[config.mk]
export PLATFORM = sky130hd
export DESIGN_NAME = alu_nibble_sequencer_flat
export DESIGN_NICKNAME = d
export VERILOG_FILES = /design/src/rtl/alu_nibble_sequencer_pkg.sv /design/src/rtl/alu_nibble_sequencer_if.sv /design/src/rtl/alu_nibble_sequencer_addsub.sv /design/src/rtl/alu_nibble_sequencer.sv /design/src/flat_wrapper.sv
export SDC_FILE = /design/constraint.sdc
export NUM_CORES = 1
export LEC_CHECK = 0
export BUFFER_PORTS_ARGS = -buffer_cell sky130_fd_sc_hd__buf_2
export CAP_MARGIN = 20
export CORE_ASPECT_RATIO = 1.4
export CORE_UTILIZATION = 50
export CTS_CLUSTER_SIZE = 8
export DETAILED_ROUTE_END_ITERATION = 16
export PLACE_DENSITY = 0.78
export REMOVE_ABC_BUFFERS = 1
export SLEW_MARGIN = 20
export SYNTH_ARGS = -nofsm -noshare
export SYNTH_HDL_FRONTEND = slang
export SYNTH_SLANG_ARGS = --single-unit
[constraint.sdc]
create_clock -name clk -period 4.45 [get_ports clk]
set_clock_uncertainty 0.05 [all_clocks]
set_input_delay 0.445 -clock clk [delete_from_list [all_inputs] [get_ports clk]]
set_output_delay 0.445 -clock clk [all_outputs]
set_load 0.02 [all_outputs]
[src/rtl/alu_nibble_sequencer_pkg.sv]
// Shared types and constants for the nibble-serial add/subtract sequencer.
package alu_seq_pkg;

    localparam int NIBBLE_W = 4;

    typedef enum logic {
        OP_ADD = 1'b0,
        OP_SUB = 1'b1
    } op_e;

    typedef enum logic [1:0] {
        IDLE = 2'd0,
        EXEC = 2'd1,
        RESP = 2'd2
    } state_e;

endpackage

[src/rtl/alu_nibble_sequencer_if.sv]
// Request/response bundle between two ALU clients and the nibble sequencer.
interface alu_seq_if #(
    parameter int DATA_W = 16
);
    logic              req0_valid;
    logic              req0_ready;
    logic [DATA_W-1:0] req0_a;
    logic [DATA_W-1:0] req0_b;
    logic              req0_op;
    logic              req1_valid;
    logic              req1_ready;
    logic [DATA_W-1:0] req1_a;
    logic [DATA_W-1:0] req1_b;
    logic              req1_op;
    logic              rsp_valid;
    logic              rsp_ready;
    logic              rsp_id;
    logic [DATA_W-1:0] rsp_q;
    logic              rsp_cout;

    modport master (
        output req0_valid, req0_a, req0_b, req0_op,
        output req1_valid, req1_a, req1_b, req1_op,
        output rsp_ready,
        input  req0_ready, req1_ready,
        input  rsp_valid, rsp_id, rsp_q, rsp_cout
    );

    modport slave (
        input  req0_valid, req0_a, req0_b, req0_op,
        input  req1_valid, req1_a, req1_b, req1_op,
        input  rsp_ready,
        output req0_ready, req1_ready,
        output rsp_valid, rsp_id, rsp_q, rsp_cout
    );

endinterface

[src/rtl/alu_nibble_sequencer_addsub.sv]
// Combinational 4-bit add/subtract slice: ripple full-adder path and a
// subtract path built from half/full subtractor cells.
module half_sub (
    input  logic a,
    input  logic b,
    output logic d,
    output logic bout
);
    assign d    = a ^ b;
    assign bout = ~a & b;
endmodule

module full_sub (
    input  logic a,
    input  logic b,
    input  logic bin,
    output logic d,
    output logic bout
);
    logic d1, b1, b2;

    half_sub u_hs0 (.a(a),  .b(b),   .d(d1), .bout(b1));
    half_sub u_hs1 (.a(d1), .b(bin), .d(d),  .bout(b2));

    assign bout = b1 | b2;
endmodule

module nibble_addsub_4
    import alu_seq_pkg::*;
(
    input  logic [NIBBLE_W-1:0] a,
    input  logic [NIBBLE_W-1:0] b,
    input  logic                cin,
    input  logic                sub,
    output logic [NIBBLE_W-1:0] q,
    output logic                cout
);
    logic [NIBBLE_W:0]   brw;
    logic [NIBBLE_W-1:0] diff;
    logic [NIBBLE_W:0]   sum;

    assign brw[0] = cin;

    for (genvar i = 0; i < NIBBLE_W; i++) begin : g_sub
        full_sub u_fs (
            .a   (a[i]),
            .b   (b[i]),
            .bin (brw[i]),
            .d   (diff[i]),
            .bout(brw[i+1])
        );
    end

    assign sum  = {1'b0, a} + {1'b0, b} + {{NIBBLE_W{1'b0}}, cin};
    assign q    = sub ? diff : sum[NIBBLE_W-1:0];
    assign cout = sub ? brw[NIBBLE_W] : sum[NIBBLE_W];
endmodule

[src/rtl/alu_nibble_sequencer.sv]
// Round-robin shares one 4-bit add/subtract slice between two requesters,
// processing DATA_W-bit operations one nibble per cycle, LSB nibble first.
module alu_nibble_sequencer
    import alu_seq_pkg::*;
#(
    parameter int DATA_W = 16
) (
    input  logic      clk,
    input  logic      rst,
    alu_seq_if.slave  bus,
    output logic      busy
);
    localparam int NIBBLES = DATA_W / NIBBLE_W;
    localparam int IDX_W   = (NIBBLES > 1) ? $clog2(NIBBLES) : 1;

    if ((DATA_W % NIBBLE_W) != 0 || DATA_W < NIBBLE_W) begin : g_bad_data_w
        $error("DATA_W must be a multiple of 4 and at least 4");
    end

    state_e              state_q, state_d;
    logic [IDX_W-1:0]    idx_q, idx_d;
    logic                carry_q, carry_d;
    logic [DATA_W-1:0]   a_q, a_d;
    logic [DATA_W-1:0]   b_q, b_d;
    logic [DATA_W-1:0]   res_q, res_d;
    op_e                 op_q, op_d;
    logic                id_q, id_d;
    logic                last_q, last_d;

    logic                any_valid;
    logic                grant;
    logic [NIBBLE_W-1:0] slice_a, slice_b, slice_q;
    logic                slice_cout;

    // On contention the requester not served most recently wins.
    always_comb begin
        any_valid = bus.req0_valid | bus.req1_valid;
        if (bus.req0_valid && bus.req1_valid) begin
            grant = ~last_q;
        end else begin
            grant = bus.req1_valid;
        end
    end

    assign slice_a = a_q[NIBBLE_W*idx_q +: NIBBLE_W];
    assign slice_b = b_q[NIBBLE_W*idx_q +: NIBBLE_W];

    nibble_addsub_4 u_slice (
        .a   (slice_a),
        .b   (slice_b),
        .cin (carry_q),
        .sub (op_q == OP_SUB),
        .q   (slice_q),
        .cout(slice_cout)
    );

    always_comb begin
        state_d = state_q;
        idx_d   = idx_q;
        carry_d = carry_q;
        a_d     = a_q;
        b_d     = b_q;
        res_d   = res_q;
        op_d    = op_q;
        id_d    = id_q;
        last_d  = last_q;

        unique case (state_q)
            IDLE: begin
                if (any_valid) begin
                    a_d     = grant ? bus.req1_a : bus.req0_a;
                    b_d     = grant ? bus.req1_b : bus.req0_b;
                    op_d    = op_e'(grant ? bus.req1_op : bus.req0_op);
                    id_d    = grant;
                    last_d  = grant;
                    idx_d   = '0;
                    carry_d = 1'b0;
                    state_d = EXEC;
                end
            end
            EXEC: begin
                res_d[NIBBLE_W*idx_q +: NIBBLE_W] = slice_q;
                carry_d = slice_cout;
                idx_d   = idx_q + 1'b1;
                if (idx_q == IDX_W'(NIBBLES - 1)) begin
                    state_d = RESP;
                end
            end
            RESP: begin
                if (bus.rsp_ready) begin
                    state_d = IDLE;
                end
            end
            default: state_d = IDLE;
        endcase
    end

    always_ff @(posedge clk or posedge rst) begin
        if (rst) begin
            state_q <= IDLE;
            idx_q   <= '0;
            carry_q <= 1'b0;
            a_q     <= '0;
            b_q     <= '0;
            res_q   <= '0;
            op_q    <= OP_ADD;
            id_q    <= 1'b0;
            last_q  <= 1'b1;
        end else begin
            state_q <= state_d;
            idx_q   <= idx_d;
            carry_q <= carry_d;
            a_q     <= a_d;
            b_q     <= b_d;
            res_q   <= res_d;
            op_q    <= op_d;
            id_q    <= id_d;
            last_q  <= last_d;
        end
    end

    assign bus.req0_ready = (state_q == IDLE) && any_valid && !grant;
    assign bus.req1_ready = (state_q == IDLE) && any_valid && grant;
    assign bus.rsp_valid  = (state_q == RESP);
    assign bus.rsp_id     = id_q;
    assign bus.rsp_q      = res_q;
    assign bus.rsp_cout   = carry_q;
    assign busy           = (state_q != IDLE);

endmodule

[src/flat_wrapper.sv]
// flat-port wrapper written by rule: the top's interface ports become plain ports
module alu_nibble_sequencer_flat import alu_seq_pkg::*;
#(
    parameter int DATA_W = 16
)
  (clk, rst, busy, bus_req0_valid, bus_req0_a, bus_req0_b, bus_req0_op, bus_req1_valid, bus_req1_a, bus_req1_b, bus_req1_op, bus_rsp_ready, bus_req0_ready, bus_req1_ready, bus_rsp_valid, bus_rsp_id, bus_rsp_q, bus_rsp_cout);
  alu_seq_if #(.DATA_W(DATA_W)) bus_i ();
  input  logic clk;
  input  logic rst;
  output logic busy;
  input wire logic [$bits(bus_i.req0_valid)-1:0] bus_req0_valid;
  input wire logic [$bits(bus_i.req0_a)-1:0] bus_req0_a;
  input wire logic [$bits(bus_i.req0_b)-1:0] bus_req0_b;
  input wire logic [$bits(bus_i.req0_op)-1:0] bus_req0_op;
  input wire logic [$bits(bus_i.req1_valid)-1:0] bus_req1_valid;
  input wire logic [$bits(bus_i.req1_a)-1:0] bus_req1_a;
  input wire logic [$bits(bus_i.req1_b)-1:0] bus_req1_b;
  input wire logic [$bits(bus_i.req1_op)-1:0] bus_req1_op;
  input wire logic [$bits(bus_i.rsp_ready)-1:0] bus_rsp_ready;
  output wire logic [$bits(bus_i.req0_ready)-1:0] bus_req0_ready;
  output wire logic [$bits(bus_i.req1_ready)-1:0] bus_req1_ready;
  output wire logic [$bits(bus_i.rsp_valid)-1:0] bus_rsp_valid;
  output wire logic [$bits(bus_i.rsp_id)-1:0] bus_rsp_id;
  output wire logic [$bits(bus_i.rsp_q)-1:0] bus_rsp_q;
  output wire logic [$bits(bus_i.rsp_cout)-1:0] bus_rsp_cout;
  assign bus_i.req0_valid = bus_req0_valid;
  assign bus_i.req0_a = bus_req0_a;
  assign bus_i.req0_b = bus_req0_b;
  assign bus_i.req0_op = bus_req0_op;
  assign bus_i.req1_valid = bus_req1_valid;
  assign bus_i.req1_a = bus_req1_a;
  assign bus_i.req1_b = bus_req1_b;
  assign bus_i.req1_op = bus_req1_op;
  assign bus_i.rsp_ready = bus_rsp_ready;
  assign bus_req0_ready = bus_i.req0_ready;
  assign bus_req1_ready = bus_i.req1_ready;
  assign bus_rsp_valid = bus_i.rsp_valid;
  assign bus_rsp_id = bus_i.rsp_id;
  assign bus_rsp_q = bus_i.rsp_q;
  assign bus_rsp_cout = bus_i.rsp_cout;
  alu_nibble_sequencer #(.DATA_W(DATA_W)) u_core (.clk(clk), .rst(rst), .bus(bus_i), .busy(busy));
endmodule
Word level (Yosys, flattened, before mapping)
Cells that the tools add are included.

Bits in registers: 56. Input bits: 71. Output and inout port bits: 22. Logic and storage cells: 79.

Add/subtract/negate cells: 4. Equal/unequal tests: 6. Shift operators: 4. Multiplexer cells: 15. Bitwise operators: 30. Reductions and logical operators: 11.

Operators with widths (count): negator 4 -> 34 bit (1); variable shift 4 x 34 -> 16 bit (first input constant) (1); variable part select 4 x 34 -> 16 bit (1); two-way mux 16 bit (2); variable part select 16 x 5 -> 4 bit (2); bitwise mux 16 bit (1); inverter 1 bit (9); bitwise AND 1 bit (8); two-way mux 2 bit (4); XOR 1 bit (8); case mux 2 bit (3 select lines) (1); adder 4 x 4 -> 5 bit (1); adder 5 x 1 -> 5 bit (1); OR 1 bit (5); equality test 2 bit (second input constant) (2); logical AND 1 bit (4); two-way mux 1 bit (4); two-way mux 4 bit (1); != test 2 x 1 -> 1 bit (second input constant) (2); case mux 2 bit (2 select lines) (1); AND reduction 2 bit (2); nonzero test 2 bit (2); AND reduction 3 bit (1); adder 2 x 1 -> 2 bit (second input constant) (1); 5 further kinds (5).

Logic depth before layout (Yosys ltp)
Gate-level depths: netlist (run 1).

Depth after elaboration: 13. Mapped depth: 11. Depth with buffers taken out: 10.

Cells and area by module
Synthesis (run 1) repeated with hierarchy kept, for this count alone.

Cells, all modules: 271. Area, all modules: 3047.9 um^2.

By module, submodules not included: alu_nibble_sequencer (times used 1, cells each 220, area each 2663.8 um^2, sequential area each 1402.6 um^2); nibble_addsub_4 (times used 1, cells each 23, area each 198.9 um^2, sequential area each 0.0 um^2); half_sub (times used 8, cells each 3, area each 20.0 um^2, sequential area each 0.0 um^2); full_sub (times used 4, cells each 1, area each 6.3 um^2, sequential area each 0.0 um^2).

Worst setup path before layout (run 1)
No wires, ideal clock.

Path type: register to register. Start point: reg u_core.idx_q[1]. End point: reg u_core.res_q[11] (netlist: u_core.bus.rsp_q[11]). Setup time: 123 ps. Data arrival time: 2940 ps. Data required time: 4277 ps. Slack: 1337 ps. Stages on the path, launching flop included: 12. Buffers on the path: 1. Clock period less this slack: 3113 ps. Cell sequence: dfrtp_1 -> clkbuf_1 -> mux4_2 -> inv_1 -> fa_1 -> inv_1 -> fa_1 -> fa_1 -> fa_1 -> o22ai_1 -> o311a_1 -> o21ai_1.

Word-level cells in the longest chain between the ends: 13. Elaborated cells on any way between the ends: 32. Classes of those cells: 3 x add/sub; 4 x shift; 2 x mux; 23 x bitwise.

RTL lines: start: declaration (RTL line alu_nibble_sequencer.sv:21) `logic [IDX_W-1:0] idx_q, idx_d;`; start signal: assignment (RTL line alu_nibble_sequencer.sv:111) `idx_q <= idx_d;`; branches (longest 12 deep; another with adder 4 x 4 -> 5 bit); bitwise mux 16 bit (*) (RTL line alu_nibble_sequencer.sv:82) `res_d[NIBBLE_W*idx_q +: NIBBLE_W] = slice_q;`; end signal: assignment (RTL line alu_nibble_sequencer.sv:115) `res_q <= res_d;`; end: declaration (RTL line alu_nibble_sequencer.sv:25) `logic [DATA_W-1:0] res_q, res_d;`.

Every way passes the cells marked *. A chain may end at the register's enable or synchronous reset.

Final worst setup path (run 1)
Start point: reg u_core.idx_q[0]. End point: reg u_core.res_q[11] (netlist: u_core.bus.rsp_q[11]).

The elaborated chain is that of the path after synthesis.

==> results_dict.tcl, run 1 <==
set metrics [dict create \
    ys.flop_type "dfrtp_1" \
    grt_antenna_before_repair 0 \
    synth_edf_count 0 \
    cp_slowest_stage_delay_ns 0.57 \
    gp_congestion 0.9224 \
    vias_per_cell 5.588 \
    fin_crit_ns 3.491 \
    p_per_area_nw_per_um2 798.9 \
    port_buffers 92 \
    grt_pass1_wl_um 10560 \
    ys_top_cells_by_area "dfrtp_1 (47%), a222oi_1 (11%), inv_1 (6.3%), mux4_2 (6.2%), ha_1 (5.2%)" \
    wl_um 6248 \
    final_hold_viol_count 0 \
    placementRows 32 \
    die_w_um 66.44 \
    grt.total_usage_pct 22.69 \
    tns_ns 0 \
    start_util_pct 52.23 \
    maxSlewViolCount 0 \
    dp_hpwl_um 4615 \
    max-vdd-ir-drop_uv 346.1 \
    cp_slowest_cell "mux4_2" \
    layout-drive-gt1-share_pct 34.20 \
    syn_inst 258 \
    first_iter_violations 198 \
    dr.pass1.iters 7 \
    synth_area_um2 2907 \
    clkTransAtPathRegs_ns 0.09 \
    routedWlPerCell_um 15.13 \
    cp_top_family "adder cells" \
    worst_ep_arrival_time_ns 3.64 \
    avgSynthCellArea_um2 11.27 \
    vias 2308 \
    ys_top_cells_by_count "dfrtp_1 (55), inv_1 (49), a222oi_1 (33)" \
    critical_path_buf_inv_count 3 \
    drc_errors 0 \
    grt_overflow 0 \
    synthMostInstantiatedCell "dfrtp_1" \
    synthDistinctLibCells 36 \
    leakage_nw 1.882 \
    clock_path_buffers 2 \
    grt_start_max_net_pins 40 \
    ctsRootBufferMaster "clkbuf_8" \
    crit_path_start_kind "flip-flop" \
    cp-end-kind "flip-flop" \
    ys_warn_count 0 \
    synth-seq-cells 56 \
    crit_type "flip-flop to flip-flop" \
    clk_latency_ns 0.31 \
    clock-sinks 56 \
    die_area_um2 6126 \
    core_area_um2 5565 \
    setup_viol 0 \
    fp.dieH_um 92.21 \
    hold_buffers 0 \
    cts_tree "yes" \
    area_delta_synth_final_pct 19.37 \
    final_area_um2 3470 \
    placed_cell_area_um2 3374 \
    postCtsResizedCells 0 \
    post_cts_buffers 0 \
    diodes 0 \
    htree_levels 2 \
    hp-class "input port to asynchronous set/reset pin" \
    async_flop_share_pct 100.0 \
    fin_nets 433 \
    cp_common_cell "fa_1" \
    fin_crit_sh_pct 78.45 \
    drtAntennaViolNets 0 \
    required_ns 4.60 \
    worst_slew_pin_slew_ns 0.6114 \
    synth_top_area_cell "dfrtp_1" \
    critPathMaxFanout 16 \
    yosys.area.top_type_share_pct 47.35 \
    max_slew_margin_pct 59.24 \
    outcome "finished, final reports clean" \
    synth-seq-area-share_pct 48.26 \
    grt_pass1_vias 2304 \
    max_cap_violations 0 \
    rsz0062_at_grt "no" \
    pin_count 93 \
    cts_buffers 5 \
    crit_chain "buf_4 -> mux4_2 -> inv_1 -> fa_1 -> inv_1 -> fa_1 -> fa_1 -> fa_1 -> o22ai_1 -> o311a_1 -> o21ai_1" \
    fmaxAchievable_mhz 286.4 \
]
==> worst paths after layout <==
| path | endpoint | startpoint | slack [ns] | cells after the start |
|---|---|---|---|---|
| setup / recovery | u_core.bus.rsp_q[11] | u_core.idx_q[0] | 0.96 | 11 |
| hold / removal | u_core.bus.rsp_q[14] | rst | 0.09 | 2 |
| setup reg to reg | u_core.bus.rsp_q[11] | u_core.idx_q[0] | 0.96 | 11 |
| hold reg to reg | u_core.bus.rsp_q[9] | u_core.bus.rsp_q[9] | 0.43 | 2 |
| max in group asynchronous | u_core.last_q | rst | 3.67 | 3 |
| min in group clk | u_core.a_q[10] | bus_req1_a[10] | 0.29 | 3 |
==> layer usage <==
metal | GRT usage, % | vias up | routed length (µm)
li1 | - | 1102 | -
met1 | 26.70 | 1123 | 2501
met2 | 41.07 | 70 | 3392
met3 | 3.731 | 13 | 221
met4 | 7.092 | 0 | 131
met5 | 0 | - | 0
==> through the flow <==
step / worst slack [ns] / std cells / total power [mW] / util (%) / hold WS, ns
floorplan: 1.089 / 241 / 2.027 / - / 0.4233
global placement: 1.203 / 404 / 2.397 / 60.27 / 0.4078
detailed placement: 1.092 / 405 / 2.470 / 60.63 / 0.4171
CTS: 0.9686 / 413 / 2.794 / 62.32 / 0.1026
global route: 0.7993 / 413 / 3.031 / 62.34 / 0.1219
finish: 0.9589 / 413 / 2.772 / 62.34 / 0.08701
==> flip-flops by register name, summed over array words and instances, names as in the netlist <==
signal	cells
u_core.a_q	16
u_core.b_q	16
u_core.bus.rsp_cout	1
u_core.bus.rsp_id	1
u_core.bus.rsp_q	16
u_core.idx_q	2
u_core.last_q	1
u_core.op_q	1
u_core.state_q	2
==> placed cells by master (no fill, tap or decap), types with 2 or more instances in the layout <==
master | synthesis | routed
buf_2 | 5 | 92
dfrtp_1 | 55 | 55
fa_1 | 6 | 6
nand2b_1 | 2 | 2
ha_1 | 12 | 12
nand2_1 | 26 | 26
a21oi_1 | 2 | 2
a222oi_1 | 33 | 33
nor2b_1 | 3 | 3
buf_4 | 1 | 3
mux2i_1 | 2 | 2
a21o_1 | 2 | 2
inv_1 | 49 | 48
o21ai_1 | 7 | 7
nand3_1 | 3 | 3
clkbuf_8 | 0 | 6
mux4_2 | 8 | 8
nor3b_1 | 2 | 2
nor2_1 | 2 | 2
o21ai_0 | 12 | 12
==> where the power goes <==
part           switching (mW)  internal [mW]
registers               0.157          0.738
clock network           0.157          0.127
logic                   0.929          0.665
==> kinds of logic after synthesis <==
group	after synthesis	synth area share, %
AO/OA/AOI/OAI	63	17.61
XOR/XNOR	1	0.3014
adder cells (fa/ha/maj)	18	9.298
buffers and inverters	66	10.46
flip-flops	56	48.26
multiplexers	10	6.888
AND/OR/NAND/NOR	44	7.189
==> cell type report <==
cell class	count	area (µm²)
Multi-Input combinational cell	136	1201
Fill cell	474	2096
Timing Repair Buffer	96	503.0
Sequential cell	56	1403
Clock inverter	1	7.507
Clock buffer	7	86.33
Inverter	49	183.9
Tap cell	68	85.08
(Power assumes the default switching activity.)
==> run 2, diff against run 1 <==
- CORE_UTILIZATION: 50 -> 46
- PLACE_DENSITY: 0.78 -> 0.75
- clock period: 4.45 -> 3 ns (I/O delays scaled with it)
==> run 2 against run 1 <==
The run now ends with negative setup slack left. Largest power group unchanged. Register-to-register slack worse by 0.99 ns. First-iteration DRC count up 4.5%. Non-clock buffer count up 7. Via count up 0.52%. Die area up 8.5%. Largest cell class unchanged. Total power up 55%.
==> results_dict.tcl, run 2 (synthesis results as in run 1) <==
set metrics [dict create \
    outcome "complete, but fails checks" \
    violations "negative setup slack" \
    leakage_nw 1.921 \
    crit_type "flip-flop to flip-flop" \
    maxSlewViolCount 0 \
    r2r_slack_ns -0.03 \
    clk_latency_ns 0.31 \
    tns_ns -0.09882 \
    worst_slew_pin_slew_ns 0.9383 \
    hp-class "input port to asynchronous set/reset pin" \
    placementRows 33 \
    grt_pass1_vias 2300 \
    clkTransAtPathRegs_ns 0.10 \
    die_w_um 69.18 \
    critPathMaxFanout 4 \
    fin_crit_ns 3.031 \
    p_sw_mw 1.871 \
    timing.rr.end "u_core.bus.rsp_q[3]" \
    worstReg2RegStart "u_core.idx_q[0]" \
    setup_ws_ns -0.03118 \
    reg2reg_depth 10 \
    max_slew_margin_pct 37.45 \
    diodes 0 \
    grt_start_max_net_pins 57 \
    cp_common_cell "fa_2" \
    rsz0062_at_grt "yes" \
    routedWlPerCell_um 14.93 \
    crit_chain "mux4_2 -> inv_2 -> fa_2 -> inv_2 -> fa_2 -> fa_2 -> fa_1 -> o22ai_1 -> o311a_1 -> o21ai_1" \
    ctsRootBufferMaster "clkbuf_8" \
    fmaxAchievable_mhz 329.9 \
    p_per_area_nw_per_um2 1216 \
    power_frac_comb_pct 58.1 \
    vias_per_cell 5.498 \
    power_frac_seq_pct 30.7 \
    area_delta_synth_final_pct 21.95 \
    start_util_pct 48.55 \
    mostFrequentLayoutCell "buf_2" \
    mostFrequentLayoutCells "buf_2 (92), dfrtp_1 (55), inv_1 (46)" \
    first_iter_violations 207 \
    p_int_mw 2.439 \
    final_hold_viol_count 0 \
    pin_count 93 \
    gp_congestion 0.7984 \
    post-route-util_pct 59.21 \
    worst_ep_arrival_time_ns 3.18 \
    grt_pass1_wl_um 10580 \
    fin_crit_sh_pct 101.0 \
    grt_antenna_before_repair 0 \
    pwr-share-clk_pct 11.2 \
    grt.total_usage_pct 20.35 \
    pre_cts_ws_ns -0.05354 \
    die_area_um2 6645 \
    layout-drive-gt1-share_pct 37.22 \
    cp-end-kind "flip-flop" \
    required_ns 3.15 \
    fp.dieH_um 96.05 \
    max-vdd-ir-drop_uv 463.6 \
    clock-sinks 56 \
    cts_buffers 5 \
    drtAntennaViolNets 0 \
    grt_overflow 0 \
    dp_hpwl_um 4846 \
    drc_errors 0 \
    vias 2320 \
    port_buffers 92 \
    setup_viol 4 \
    clock_path_buffers 2 \
    power_mw 4.309 \
    fin_nets 440 \
    max_cap_violations 0 \
    cp_slowest_stage_delay_ns 0.54 \
    htree_levels 2 \
    cts_tree "yes" \
    core_area_um2 5987 \
    dr.pass1.iters 5 \
    cp_slowest_cell "mux4_2" \
    wl_um 6299 \
    crit_path_start_kind "flip-flop" \
    power.share.switching_pct 43.41 \
]
-- run 2: cell types whose count changed in the layout (fill, tap and decap cells not counted), sizes merged --
cell	previous run	this run
clkinv	0	2
buf	96	103
inv	49	48
clkbuf	7	5
bufinv	0	1
-- run 2: power groups by stage --
stage	clock (mW)	combinational, mW	sequential [mW]
after floorplan	0	1.60	1.40
after global placement	0	2.35	1.33
after detailed placement	0	2.44	1.34
after CTS	0.498	2.47	1.32
after global routing	0.524	2.82	1.36
final	0.483	2.50	1.32
-- run 2: final cells by class --
cell class                      instances  area [µm²]
Clock buffer                            5       68.82
Fill cell                             509        2442
Multi-Input combinational cell        136        1211
Timing Repair Buffer                  103       546.8
Sequential cell                        56        1403
Clock inverter                          3       42.54
Inverter                               49       185.2
Tap cell                               70       87.58
-- run 2: worst max path at each step --
stage | start | cells past startpoint | slack (ns) | end
2_1_floorplan | u_core.idx_q[0] | 10 | -0.36 | u_core.bus.rsp_q[11]
3_3_place_gp | u_core.idx_q[0] | 10 | -0.01 | u_core.bus.rsp_q[11]
3_5_place_dp | u_core.idx_q[0] | 10 | -0.05 | u_core.bus.rsp_q[15]
4_1_cts | u_core.idx_q[0] | 10 | -0.02 | u_core.bus.rsp_q[15]
5_1_grt | u_core.idx_q[0] | 10 | -0.16 | u_core.bus.rsp_q[7]
6_report | u_core.idx_q[0] | 10 | -0.03 | u_core.bus.rsp_q[3]
-- run 2: timing repair --
| item | 4_1_cts | 5_1_grt |
|---|---|---|
| gates resized for setup | 3 | 5 |
| endpoints found under the setup margin | 4 | 8 |
| buffers inserted | 1 | 0 |
| pin swaps | 0 | 5 |
| hold buffers | 0 | 0 |
-- run 2: metal layers --
layer | global-route usage [%] | vias to the layer above | share of wire (%)
met1 | 23.27 | 1104 | 39
met2 | 37.22 | 91 | 54
met4 | 9.864 | 0 | 2.1
li1 | - | 1115 | -
met3 | 3.246 | 10 | 4.4
met5 | 0 | - | 0
-- run 2: critical path, delay by kind of cell (launching register included) --
kind / cells / cell delay, ns
adder cells (fa/ha/maj): 4 / 1.28
multiplexers: 1 / 0.54
AO/OA/AOI/OAI: 3 / 0.54
flip-flops: 1 / 0.40
buffers and inverters: 2 / 0.11
-- run 2: stage by stage --
stage / instance area, µm² / hold WS, ns / instances
after global routing: 3545 / 0.1460 / 422
after global placement: 3410 / 0.4110 / 413
final: 3545 / 0.1015 / 422
after detailed placement: 3410 / 0.4147 / 413
after floorplan: 2786 / 0.3712 / 241
after CTS: 3537 / 0.1381 / 422
==> run 3, diff against run 2 <==
--- a/config.mk
+++ b/config.mk
@@ -9,4 +9,5 @@
 export CAP_MARGIN = 20
 export CORE_ASPECT_RATIO = 1.4
+export CORE_MARGIN = 4
 export CORE_UTILIZATION = 46
 export CTS_CLUSTER_SIZE = 8
==> constraint.sdc (replaced) <==
create_clock -name clk -period 3 [get_ports clk]
set_clock_uncertainty 0.05 [all_clocks]
set_input_delay 0.3 -clock clk [delete_from_list [all_inputs] [get_ports clk]]
set_output_delay 0.3 -clock clk [all_outputs]
set_load 0.05 [all_outputs]
==> run 3 against run 2 <==
The run still ends with negative setup slack left. Via count grew 0.47%. Clock-buffer cell count grew 2. Setup slack lost 0.065 ns. Largest power group unchanged. Highest routed layer unchanged.
==> results_dict.tcl, run 3 (synthesis results as in run 1) <==
set metrics [dict create \
    outcome "complete, but fails checks" \
    violations "negative setup slack" \
    setup_viol 4 \
    max_slew_margin_pct 49.34 \
    hp-class "input port to flip-flop" \
    fp.dieH_um 102.1 \
    placed_cell_area_um2 3427 \
    clkTransAtPathRegs_ns 0.09 \
    fin_crit_ns 3.096 \
    mostFrequentLayoutCell "buf_2" \
    start_util_pct 47.12 \
    fin_crit_sh_pct 103.2 \
    power_mw 4.529 \
    critPathMaxFanout 4 \
    cp_slowest_stage_delay_ns 0.55 \
    pin_count 93 \
    first_iter_violations 165 \
    required_ns 3.15 \
    crit_type "flip-flop to flip-flop" \
    ctsRootBufferMaster "clkbuf_8" \
    mostFrequentLayoutCells "buf_2 (92), dfrtp_1 (55), inv_1 (47)" \
    grt_pass1_wl_um 10840 \
    cts_tree "yes" \
    fillCellCount 534 \
    layout-drive-gt1-share_pct 36.52 \
    port_buffers 92 \
    worst_ep_arrival_time_ns 3.24 \
    max-vdd-ir-drop_uv 505.8 \
    grt_pass1_vias 2329 \
    multi_input_area_um2 1205 \
    p_per_area_nw_per_um2 1274 \
    grt_antenna_before_repair 0 \
    critical_path_buf_inv_count 2 \
    max_cap_violations 0 \
    hp-start "bus_req1_a[11]" \
    grt_overflow 0 \
    leakage_nw 1.931 \
    cp_top_family "adder cells" \
    crit_chain "mux4_2 -> inv_2 -> fa_1 -> inv_1 -> fa_2 -> fa_2 -> fa_1 -> o22ai_1 -> o311a_1 -> o21ai_1" \
    crit_path_start_kind "flip-flop" \
    core_area_um2 6168 \
    use_met3_pct 3.543 \
    die_area_um2 7672 \
    drtAntennaViolNets 0 \
    use_met1_pct 21.40 \
    cp-end-kind "flip-flop" \
    met2_usage_pct 32.89 \
    die_w_um 75.18 \
    htree_levels 2 \
    vias 2331 \
    worst_slew_pin_slew_ns 0.7599 \
    diodes 0 \
    wl_um 6747 \
    clock-sinks 56 \
    grt_start_max_net_pins 40 \
    routedWlPerCell_um 15.76 \
    clk_latency_ns 0.30 \
    vias_per_cell 5.446 \
    fin_nets 444 \
    cp_slowest_cell "mux4_2" \
    final_area_um2 3555 \
    r2r_slack_ns -0.1 \
    register_area_um2 1403 \
    dp_hpwl_um 5182 \
    fmaxAchievable_mhz 323.0 \
    cts_buffers 5 \
    drc_errors 0 \
    gr-max-usage-layer "met2" \
    setup_ws_ns -0.09586 \
    worstReg2RegStart "u_core.idx_q[0]" \
    gp_congestion 0.8397 \
    grt.total_usage_pct 18.36 \
    maxSlewViolCount 0 \
    placementRows 34 \
    crit_start "u_core.idx_q[0]" \
    dr.pass1.iters 6 \
    rsz0062_at_grt "yes" \
    final_hold_viol_count 0 \
    area_delta_synth_final_pct 22.30 \
    clock_path_buffers 2 \
]
==> run 3: path summary, 6_finish.rpt <==
check,endpoint,cells past startpoint
min in group asynchronous,u_core.bus.rsp_q[3],3
min reg2reg,u_core.bus.rsp_q[9],2
max,u_core.bus.rsp_q[11],10
min,u_core.a_q[11],3
max in group asynchronous,u_core.b_q[6],4
max reg2reg,u_core.bus.rsp_q[11],10
==> run 3: timing repair <==
item,CTS,global route
hold buffers,1,0
gates resized for setup,4,1
setup buffers,0,2
setup endpoints to repair,4,8
hold endpoints to repair,18,0
pin swaps,0,1
==> run 3: area by class of cell <==
class	count	share of cell area, %
clock buffer	7	2.429
clock inverter	1	0.2112
inverter	49	5.174
multi-input combinational	136	33.90
sequential	56	39.46
tap	72	2.534
timing repair buffer	107	16.30
==> run 3: metrics by stage <==
stage	cells	hold WS, ns	util, %	setup WS, ns	setup TNS, ns
2_1_floorplan	241	0.3712	-	-0.3622	-1.494
3_3_place_gp	417	0.2818	55.56	-0.02372	-0.07689
3_5_place_dp	417	0.2942	55.56	-0.04500	-0.1551
4_1_cts	426	0.1389	57.38	-0.06629	-0.2394
5_1_grt	428	0.1451	57.63	-0.1899	-0.7208
6_report	428	0.1498	57.63	-0.09586	-0.3500
==> run 3: report_power, final <==
| group | switching [mW] | total [mW] | leakage (nW) | internal (mW) |
|---|---|---|---|---|
| sequential | 0.223 | 1.32 | 0.713 | 1.09 |
| clock | 0.230 | 0.417 | 0.0445 | 0.188 |
| combinational | 1.67 | 2.79 | 1.17 | 1.12 |
==> run 3: layer usage <==
metal / share of wire [%] / vias to the layer above
li1: - / 1128
met1: 38 / 1114
met2: 53 / 77
met3: 6.3 / 12
met4: 2.6 / 0
met5: 0 / -
==> run 3: worst reg2reg max path: stages (launching register included) <==
cell and delay [ns]:
dfrtp_1 0.41, mux4_2 0.55, inv_2 0.07, fa_1 0.16, inv_1 0.05, fa_2 0.34, fa_2 0.35, fa_1 0.44
o22ai_1 0.19, o311a_1 0.27, o21ai_1 0.09
